$ cat src/rtl/regfile_pkg.sv
// Shared constants and state type for the register-file write-port scheduler.
package regfile_pkg;
  localparam int unsigned REG_COUNT = 32;
  localparam int unsigned ADDR_W    = 5;
  localparam int unsigned DATA_W    = 32;

  localparam logic ST_INIT = 1'b0;
  localparam logic ST_RUN  = 1'b1;

  localparam logic [ADDR_W-1:0] R0_ADDR = 5'd0;

  typedef enum logic {
    STATE_INIT = ST_INIT,
    STATE_RUN  = ST_RUN
  } state_e;
endpackage

$ cat src/rtl/wb_prio_arb.sv
// Two-requester write-port arbiter: MEM wins by default, ALU wins once it has
// been refused STARVE_LIMIT consecutive cycles.
module wb_prio_arb #(
  parameter int unsigned STARVE_LIMIT = 3
) (
  input  logic clk,
  input  logic reset,
  input  logic run,
  input  logic alu_valid,
  input  logic mem_valid,
  output logic alu_ready,
  output logic mem_ready
);
  localparam logic [3:0] LIMIT = 4'(STARVE_LIMIT);

  logic [3:0] starve_cnt_r;
  logic       starve_hit_s;
  logic       alu_ready_s;
  logic       mem_ready_s;

  assign starve_hit_s = (starve_cnt_r >= LIMIT);

  // Ready generation; both stay low outside RUN.
  always_comb begin
    alu_ready_s = 1'b0;
    mem_ready_s = 1'b0;
    if (run) begin
      mem_ready_s = !(alu_valid && starve_hit_s);
      alu_ready_s = alu_valid && (!mem_valid || starve_hit_s);
    end else begin
      alu_ready_s = 1'b0;
      mem_ready_s = 1'b0;
    end
  end

  // Saturating count of consecutive refused ALU cycles.
  always_ff @(posedge clk) begin
    if (reset) begin
      starve_cnt_r <= 4'd0;
    end else if (run && alu_valid && !alu_ready_s) begin
      starve_cnt_r <= (starve_cnt_r == 4'd15) ? starve_cnt_r : starve_cnt_r + 4'd1;
    end else begin
      starve_cnt_r <= 4'd0;
    end
  end

  assign alu_ready = alu_ready_s;
  assign mem_ready = mem_ready_s;
endmodule

$ cat src/rtl/regfile_wb_sched.sv
// Register-file write-port scheduler: clears R1..R31 after reset, then
// forwards one ALU or MEM writeback per cycle onto registered D_En/D_Addr/D.
module regfile_wb_sched
  import regfile_pkg::*;
#(
  parameter bit          CLEAR_ON_RESET = 1'b1,
  parameter int unsigned STARVE_LIMIT   = 3
) (
  input  logic              clk,
  input  logic              reset,
  input  logic              alu_valid,
  input  logic [ADDR_W-1:0] alu_addr,
  input  logic [DATA_W-1:0] alu_data,
  output logic              alu_ready,
  input  logic              mem_valid,
  input  logic [ADDR_W-1:0] mem_addr,
  input  logic [DATA_W-1:0] mem_data,
  output logic              mem_ready,
  output logic              D_En,
  output logic [ADDR_W-1:0] D_Addr,
  output logic [DATA_W-1:0] D,
  output logic              init_done
);
  localparam state_e RST_STATE = CLEAR_ON_RESET ? STATE_INIT : STATE_RUN;
  localparam logic [ADDR_W-1:0] LAST_ADDR = ADDR_W'(REG_COUNT - 1);

  state_e            state_r, state_next_s;
  logic [ADDR_W-1:0] clr_cnt_r;
  logic              d_en_r, init_done_r;
  logic [ADDR_W-1:0] d_addr_r;
  logic [DATA_W-1:0] d_r;
  logic              run_s, alu_ready_s, mem_ready_s, alu_hs_s, mem_hs_s;
  logic              wr_en_s;
  logic [ADDR_W-1:0] wr_addr_s;
  logic [DATA_W-1:0] wr_data_s;

  assign run_s = (state_r == STATE_RUN);

  wb_prio_arb #(.STARVE_LIMIT(STARVE_LIMIT)) u_arb (
    .clk       (clk),
    .reset     (reset),
    .run       (run_s),
    .alu_valid (alu_valid),
    .mem_valid (mem_valid),
    .alu_ready (alu_ready_s),
    .mem_ready (mem_ready_s)
  );

  assign alu_hs_s = alu_valid && alu_ready_s;
  assign mem_hs_s = mem_valid && mem_ready_s;

  // Next state and the write to register; R0 writes are consumed but dropped.
  always_comb begin
    state_next_s = state_r;
    wr_en_s      = 1'b0;
    wr_addr_s    = d_addr_r;
    wr_data_s    = d_r;
    case (state_r)
      STATE_INIT: begin
        wr_en_s   = 1'b1;
        wr_addr_s = clr_cnt_r;
        wr_data_s = 32'd0;
        if (clr_cnt_r == LAST_ADDR) begin
          state_next_s = STATE_RUN;
        end else begin
          state_next_s = STATE_INIT;
        end
      end
      STATE_RUN: begin
        if (alu_hs_s && (alu_addr != R0_ADDR)) begin
          wr_en_s   = 1'b1;
          wr_addr_s = alu_addr;
          wr_data_s = alu_data;
        end else if (!alu_hs_s && mem_hs_s && (mem_addr != R0_ADDR)) begin
          wr_en_s   = 1'b1;
          wr_addr_s = mem_addr;
          wr_data_s = mem_data;
        end else begin
          wr_en_s = 1'b0;
        end
      end
      default: begin
        state_next_s = RST_STATE;
      end
    endcase
  end

  // State, clear counter and registered write-port outputs.
  always_ff @(posedge clk) begin
    if (reset) begin
      state_r     <= RST_STATE;
      clr_cnt_r   <= 5'd1;
      d_en_r      <= 1'b0;
      d_addr_r    <= 5'd0;
      d_r         <= 32'd0;
      init_done_r <= 1'b0;
    end else begin
      state_r     <= state_next_s;
      clr_cnt_r   <= (state_r == STATE_INIT) ? clr_cnt_r + 5'd1 : clr_cnt_r;
      d_en_r      <= wr_en_s;
      d_addr_r    <= wr_addr_s;
      d_r         <= wr_data_s;
      init_done_r <= run_s;
    end
  end

  assign alu_ready = alu_ready_s;
  assign mem_ready = mem_ready_s;
  assign D_En      = d_en_r;
  assign D_Addr    = d_addr_r;
  assign D         = d_r;
  assign init_done = init_done_r;
endmodule
$ cat config.mk
export PLATFORM = sky130hd
export DESIGN_NAME = regfile_wb_sched
export DESIGN_NICKNAME = d
export VERILOG_FILES = /design/src/rtl/regfile_pkg.sv /design/src/rtl/wb_prio_arb.sv /design/src/rtl/regfile_wb_sched.sv
export SDC_FILE = /design/constraint.sdc
export NUM_CORES = 1
export LEC_CHECK = 0
export BUFFER_PORTS_ARGS = -buffer_cell sky130_fd_sc_hd__buf_2
export CORE_MARGIN = 2
export CORE_UTILIZATION = 37
export CTS_BUF_LIST = sky130_fd_sc_hd__clkbuf_8
export DETAILED_ROUTE_END_ITERATION = 8
export GPL_ROUTABILITY_DRIVEN = 0
export PLACE_DENSITY = 0.69
export SYNTH_ARGS = -nofsm -noshare
export SYNTH_HDL_FRONTEND = slang
export SYNTH_HIERARCHICAL = 1
export SYNTH_SLANG_ARGS = --single-unit
$ cat constraint.sdc
create_clock -name clk -period 2.24 [get_ports clk]
set_input_delay 0.336 -clock clk [delete_from_list [all_inputs] [get_ports clk]]
set_output_delay 0.336 -clock clk [all_outputs]
set_load 0.03 [all_outputs]
==> run metrics, run 1 <==
Worst-Skew Late Latency 290 ps; final core occ around half; layout cells sized above 1 ~45%; drt drc 0; Setup Skew 6.89 ps; post-DP HPWL 3.96 mm; cell area power density 509 nW/µm²; root buf cell clkbuf_8; die area 6600 µm²; wire length per cell about 13 µm; Clock Sinks 49; synthesized area per cell 11.0 µm²; Commonest cells post-synth dfxtp_1, mux2i_1, o2bb2ai_1; final setup violating endpoints 0; # IOs 119; Worst EP required ~2400 ps; Die Ht 81.3 µm; setup TNS 0 ps; Startpoint Class flop; relative slew slack 41.5%; Die Wd 81.3 µm; static leakage 1.60 nW; crit-path max FO 9; GRT Residual Overflow 0; Hold Buf Count CTS 0; CP arrival 2270 ps; Setup CP Type flop to flop; Max Fclk 480 MHz; WL final between 5 and 6 mm; Syn Inst Count around 200; Async S/R FF share, synth 0%; DRT iter0 DRCs around 120; largest net degree at the start of global routing 28; Ys Warns 6; max-slew violations 0; antenna violations before repair 0; synthesized flop and latch total 49; Tmin final roughly 2100 ps; Max Cap Violations 0; dominant synthesized flop cell dfxtp_1; Final ANT Viol Nets 0; clk buf depth 2; mapped cell area roughly 2200 µm²; Worst VDD drop 238 µV; synth top area cells dfxtp_1, mux2i_1, o2bb2ai_1, buf_6, nor4_1; Setup crit end kind flop; Area growth, synth to finish 35.6%; slew at the pin with the worst max-slew slack 870 ps; register area share after synthesis 44.4%; vias in the first global route 1898; post-synth top area cell dfxtp_1; vias per inst 5.01; IO buf count 118; Post-synth EDFFs 0; crit share post-route 93.0%; drt pass-1 iters 4; Min-Delay Path Class primary input to flop; n_diodes 0; Final Hold Viols 0; Synth cell types 37; Starting Density 37.7%; Total GRT Usage 16.7%; core footprint between 5000 and 6000 µm²; Yosys top cell area share 44.4%; clock slew at reported path FFs 90 ps; H-tree levels 2; CTS tree done; Layout Nets 405; standard-cell rows 28; cts bufs inserted 5; most common cell in the synthesized netlist dfxtp_1; first-pass GRT wire length 8.52 mm; total number of vias 2003; outcome finished, final reports clean; unrepaired setup endpoints after global routing false
-- routing by layer --
metal	GRT usage [%]	part of all wire, %	vias up
met5	0	0	-
met4	6.95	1.3	0
met3	4.67	8.3	4
met2	27.9	47	87
met1	20.2	43	906
li1	-	-	1006
-- where the power goes --
part / total, W / internal [W] / switching [W]
registers: 0.000898 / 0.000885 / 0.0000125
clock network: 0.000479 / 0.000209 / 0.000270
logic: 0.000148 / 0.0000811 / 0.0000665
-- stage by stage --
| stage | area (µm²) | hold slack (ps) | setup WS (ps) | cells | total power (W) |
|---|---|---|---|---|---|
| after floorplan | 2220 | 412 | 125 | 202 | 0.000978 |
| after global placement | 2910 | 441 | 221 | 392 | 0.00106 |
| after detailed placement | 2910 | 442 | 172 | 392 | 0.00107 |
| after CTS | 2990 | 289 | 172 | 400 | 0.00156 |
| after global routing | 2990 | 304 | 25.0 | 400 | 0.00161 |
| final | 2990 | 305 | 157 | 400 | 0.00152 |
-- area by class of cell --
type                       count  area (µm²)
timing repair buffer         128         691
multi-input combinational    137        1140
tap                           75        93.8
fill                         557        2860
clock inverter                 3        11.3
clock buffer                   5        68.8
sequential                    49         981
inverter                       3        11.3
-- state kept, by name, indices dropped and copies added (netlist names) --
| name | cells |
|---|---|
| clr_cnt_r | 5 |
| D | 32 |
| D_En | 1 |
| init_done | 1 |
| D_Addr | 5 |
| u_arb/starve_cnt_r | 4 |
| run_s | 1 |
-- worst max-delay path, stage by stage (launching register included) --
cell	delay [ps]
dfxtp_1	340
ha_1	240
nor3_4	190
a21oi_2	110
nand2_1	250
a21o_2	180
buf_4	200
nand2_1	130
a311o_1	340
-- repair_timing --
item,4_1_cts,5_1_grt
gates resized for setup,0,1
endpoints found under the setup margin,0,1
setup buffers,0,0
-- path summary, 6_finish.rpt --
kind | start | endpoint | cells past startpoint | slack, ps
worst max-delay path | u_arb/starve_cnt_r[0]$_SDFFE_PP0P_ | D_Addr[2]$_SDFFE_PP0P_ | 8 | 160
worst min-delay path | alu_data[6] | D[6]$_SDFFE_PP0P_ | 3 | 310
worst max register to register | u_arb/starve_cnt_r[0]$_SDFFE_PP0P_ | D_Addr[2]$_SDFFE_PP0P_ | 8 | 160
worst min register to register | D[3]$_SDFFE_PP0P_ | D[3]$_SDFFE_PP0P_ | 1 | 460
-- cell usage in the layout (no fill, tap or decap), types with 3 or more instances in the layout --
| master | instances |
|---|---|
| buf_2 | 118 |
| buf_4 | 8 |
| clkbuf_8 | 5 |
| dfxtp_1 | 49 |
| ha_1 | 3 |
| inv_1 | 6 |
| mux2i_1 | 35 |
| nand2_1 | 9 |
| nand3_1 | 3 |
| nor2_1 | 7 |
| nor3b_1 | 3 |
| nor4_1 | 8 |
| o21ai_0 | 6 |
| o2bb2ai_1 | 29 |
| o2bb2ai_2 | 3 |
-- logic make-up after synthesis --
logic type / synth area share (%)
AND/OR/NAND/NOR: 10.9
XOR/XNOR: 1.59
adder cells (fa/ha/maj): 1.70
AO/OA/AOI/OAI: 20.3
other: 0.170
flip-flops: 44.4
buffers and inverters: 4.99
multiplexers: 15.9
(Power assumes the default switching activity.)
==> run 2, diff against run 1 <==
Settings changed: CORE_UTILIZATION 37 to 46, PLACE_DENSITY 0.69 to 0.83.
==> run metrics, run 2 (same netlist as run 1, synthesis figures left out) <==
outcome finished, final reports clean (unchanged); Setup Skew 4.81 ps (was 6.89 ps); WL final 5.56 mm (was 5.23 mm); Hold Buf Count CTS 0 (unchanged); met3 WL 325 µm (was 432 µm); Slowest cell on crit path o2111a_2 (was dfxtp_1); standard-cell rows 25 (was 28); Total GRT Usage 21.4% (was 16.7%); n_diodes 0 (unchanged); max reg flops 32 (unchanged); post-DP HPWL 4.05 mm (was 3.96 mm); Setup CP Type flop to flop (unchanged); Post-DP Area 2880 µm² (was 2910 µm²); Worst-Skew Late Latency 300 ps (was 290 ps); cts bufs inserted 5 (unchanged); die area 5370 µm² (was 6600 µm²); static leakage 1.62 nW (was 1.60 nW); Min-Delay Path Class primary input to flop (unchanged); final setup violating endpoints 0 (unchanged); CTS tree done (unchanged); CP arrival 2230 ps (was 2270 ps); Layout Nets 407 (was 405); length of routed met2 wiring 2.80 mm (was 2.47 mm); H-tree levels 2 (unchanged); Cell Chain, Critical Path ha_1 > nor3_4 > a21oi_2 > nand2_2 > o2111a_2 > buf_4 > nor4_1 > a311o_1 (was ha_1 > nor3_4 > a21oi_2 > nand2_1 > a21o_2 > buf_4 > nand2_1 > a311o_1); Tmin final 2040 ps (was 2080 ps); total number of vias 2033 (was 2003); GRT Residual Overflow 0 (unchanged); Die Ht 73.3 µm (was 81.3 µm); Startpoint Class flop (unchanged); Final ANT Viol Nets 0 (unchanged); clk buf depth 2 (unchanged); crit share post-route 90.9% (was 93.0%); cell area power density 556 nW/µm² (was 509 nW/µm²); relative slew slack 65.4% (was 41.5%); slew at the pin with the worst max-slew slack 517 ps (was 870 ps); max incr delay on CP 360 ps (was 340 ps); Worst EP required 2430 ps (about the same); crit-path max FO 8 (was 9); Clock Sinks 49 (unchanged); clock slew at reported path FFs 80 ps (was 90 ps); core footprint 4660 µm² (was 5850 µm²); drt pass-1 iters 4 (unchanged); layout cells sized above 1 45.9% (was 44.6%); Worst VDD drop 300 µV (was 238 µV); Area growth, synth to finish 37.8% (was 35.6%); CP top delay family compound AO/OA/AOI/OAI gates (unchanged); Final Hold Viols 0 (unchanged); WL met1 2.35 mm (was 2.26 mm); design area 3040 µm² (was 2990 µm²); crit path buf inv count 1 (unchanged); largest net degree at the start of global routing 25 (was 28); unrepaired setup endpoints after global routing false (unchanged); Setup crit end kind flop (unchanged); vias in the first global route 2001 (was 1898); Die Wd 73.3 µm (was 81.3 µm); Max Fclk 491 MHz (was 480 MHz); most common cell after layout, fill and taps aside buf_2 (unchanged); Starting Density 47.4% (was 37.7%); drt drc 0 (unchanged); Max Cap Violations 0 (unchanged); vias per inst 5.34 (was 5.01); antenna violations before repair 0 (unchanged); root buf cell clkbuf_8 (unchanged); final core occ 65.3% (was 51.2%); first-pass GRT wire length 8.80 mm (was 8.52 mm); wire length per cell 14.6 µm (was 13.1 µm); IO buf count 118 (unchanged); # IOs 119 (unchanged); max-slew violations 0 (unchanged); DR top layer met4 (unchanged); most frequent cells in the layout buf_2, dfxtp_1, mux2i_1 (unchanged); DRT iter0 DRCs 172 (was 119)
run 2: cell count changes in the layout (fill, tap and decap cells not counted), sizes merged:
cell    previous run  this run
o21ai              7         8
clkbuf             5         6
bufinv             0         1
inv                6         4
buf              128       129
run 2: worst min-delay path: stages:
cell and delay (ps):
buf_2 70, mux2i_1 50, o2bb2ai_1 110
run 2: path summary, 6_finish.rpt:
| kind | from | to | slack, ps | depth (start not counted) |
|---|---|---|---|---|
| setup / recovery | u_arb/starve_cnt_r[0]$_SDFFE_PP0P_ | D_Addr[2]$_SDFFE_PP0P_ | 200 | 8 |
| hold / removal | alu_data[23] | D[23]$_SDFFE_PP0P_ | 300 | 3 |
| setup reg to reg | u_arb/starve_cnt_r[0]$_SDFFE_PP0P_ | D_Addr[2]$_SDFFE_PP0P_ | 200 | 8 |
| hold reg to reg | D[28]$_SDFFE_PP0P_ | D[28]$_SDFFE_PP0P_ | 460 | 1 |
run 2: area by class of cell:
type | instances | area [µm²]
inverters | 3 | 11.3
clock buffers | 6 | 82.6
well taps | 54 | 67.6
flip-flops and latches | 49 | 981
multi-input cells | 138 | 1160
fillers | 380 | 1620
clock inverters | 2 | 33.8
repair buffers | 129 | 711
run 2: per-layer routing:
layer | up-vias | GRT usage (%)
met2 | 83 | 37.2
met5 | - | 0
met4 | 0 | 7.82
met3 | 7 | 5.62
li1 | 1008 | -
met1 | 935 | 25.0
run 2: what timing repair did:
action                                  CTS  global route
endpoints found under the setup margin    1            18
gates cloned                              1             0
resized for setup                         0             3
setup buffers                             1             0
pin swaps                                 2             1
run 2: stage by stage:
step | TNS [ps] | std cells | hold slack [ps] | total power (W) | setup slack (ps)
2_1_floorplan | 0 | 202 | 412 | 0.000978 | 125
3_3_place_gp | -39.8 | 371 | 440 | 0.00106 | -4.87
3_5_place_dp | -654 | 371 | 443 | 0.00107 | -38.2
4_1_cts | 0 | 381 | 291 | 0.00171 | 11.1
5_1_grt | 0 | 381 | 290 | 0.00177 | 77.0
6_report | 0 | 381 | 300 | 0.00169 | 203
run 2: report_power, final:
group | internal (W) | total [W] | switching, W | leakage, nW
logic | 0.0000819 | 0.000152 | 0.0000696 | 1.16
registers | 0.000885 | 0.000898 | 0.0000126 | 0.397
clock network | 0.000360 | 0.000643 | 0.000284 | 0.0626
total | 0.00133 | 0.00169 | 0.000366 | 1.62
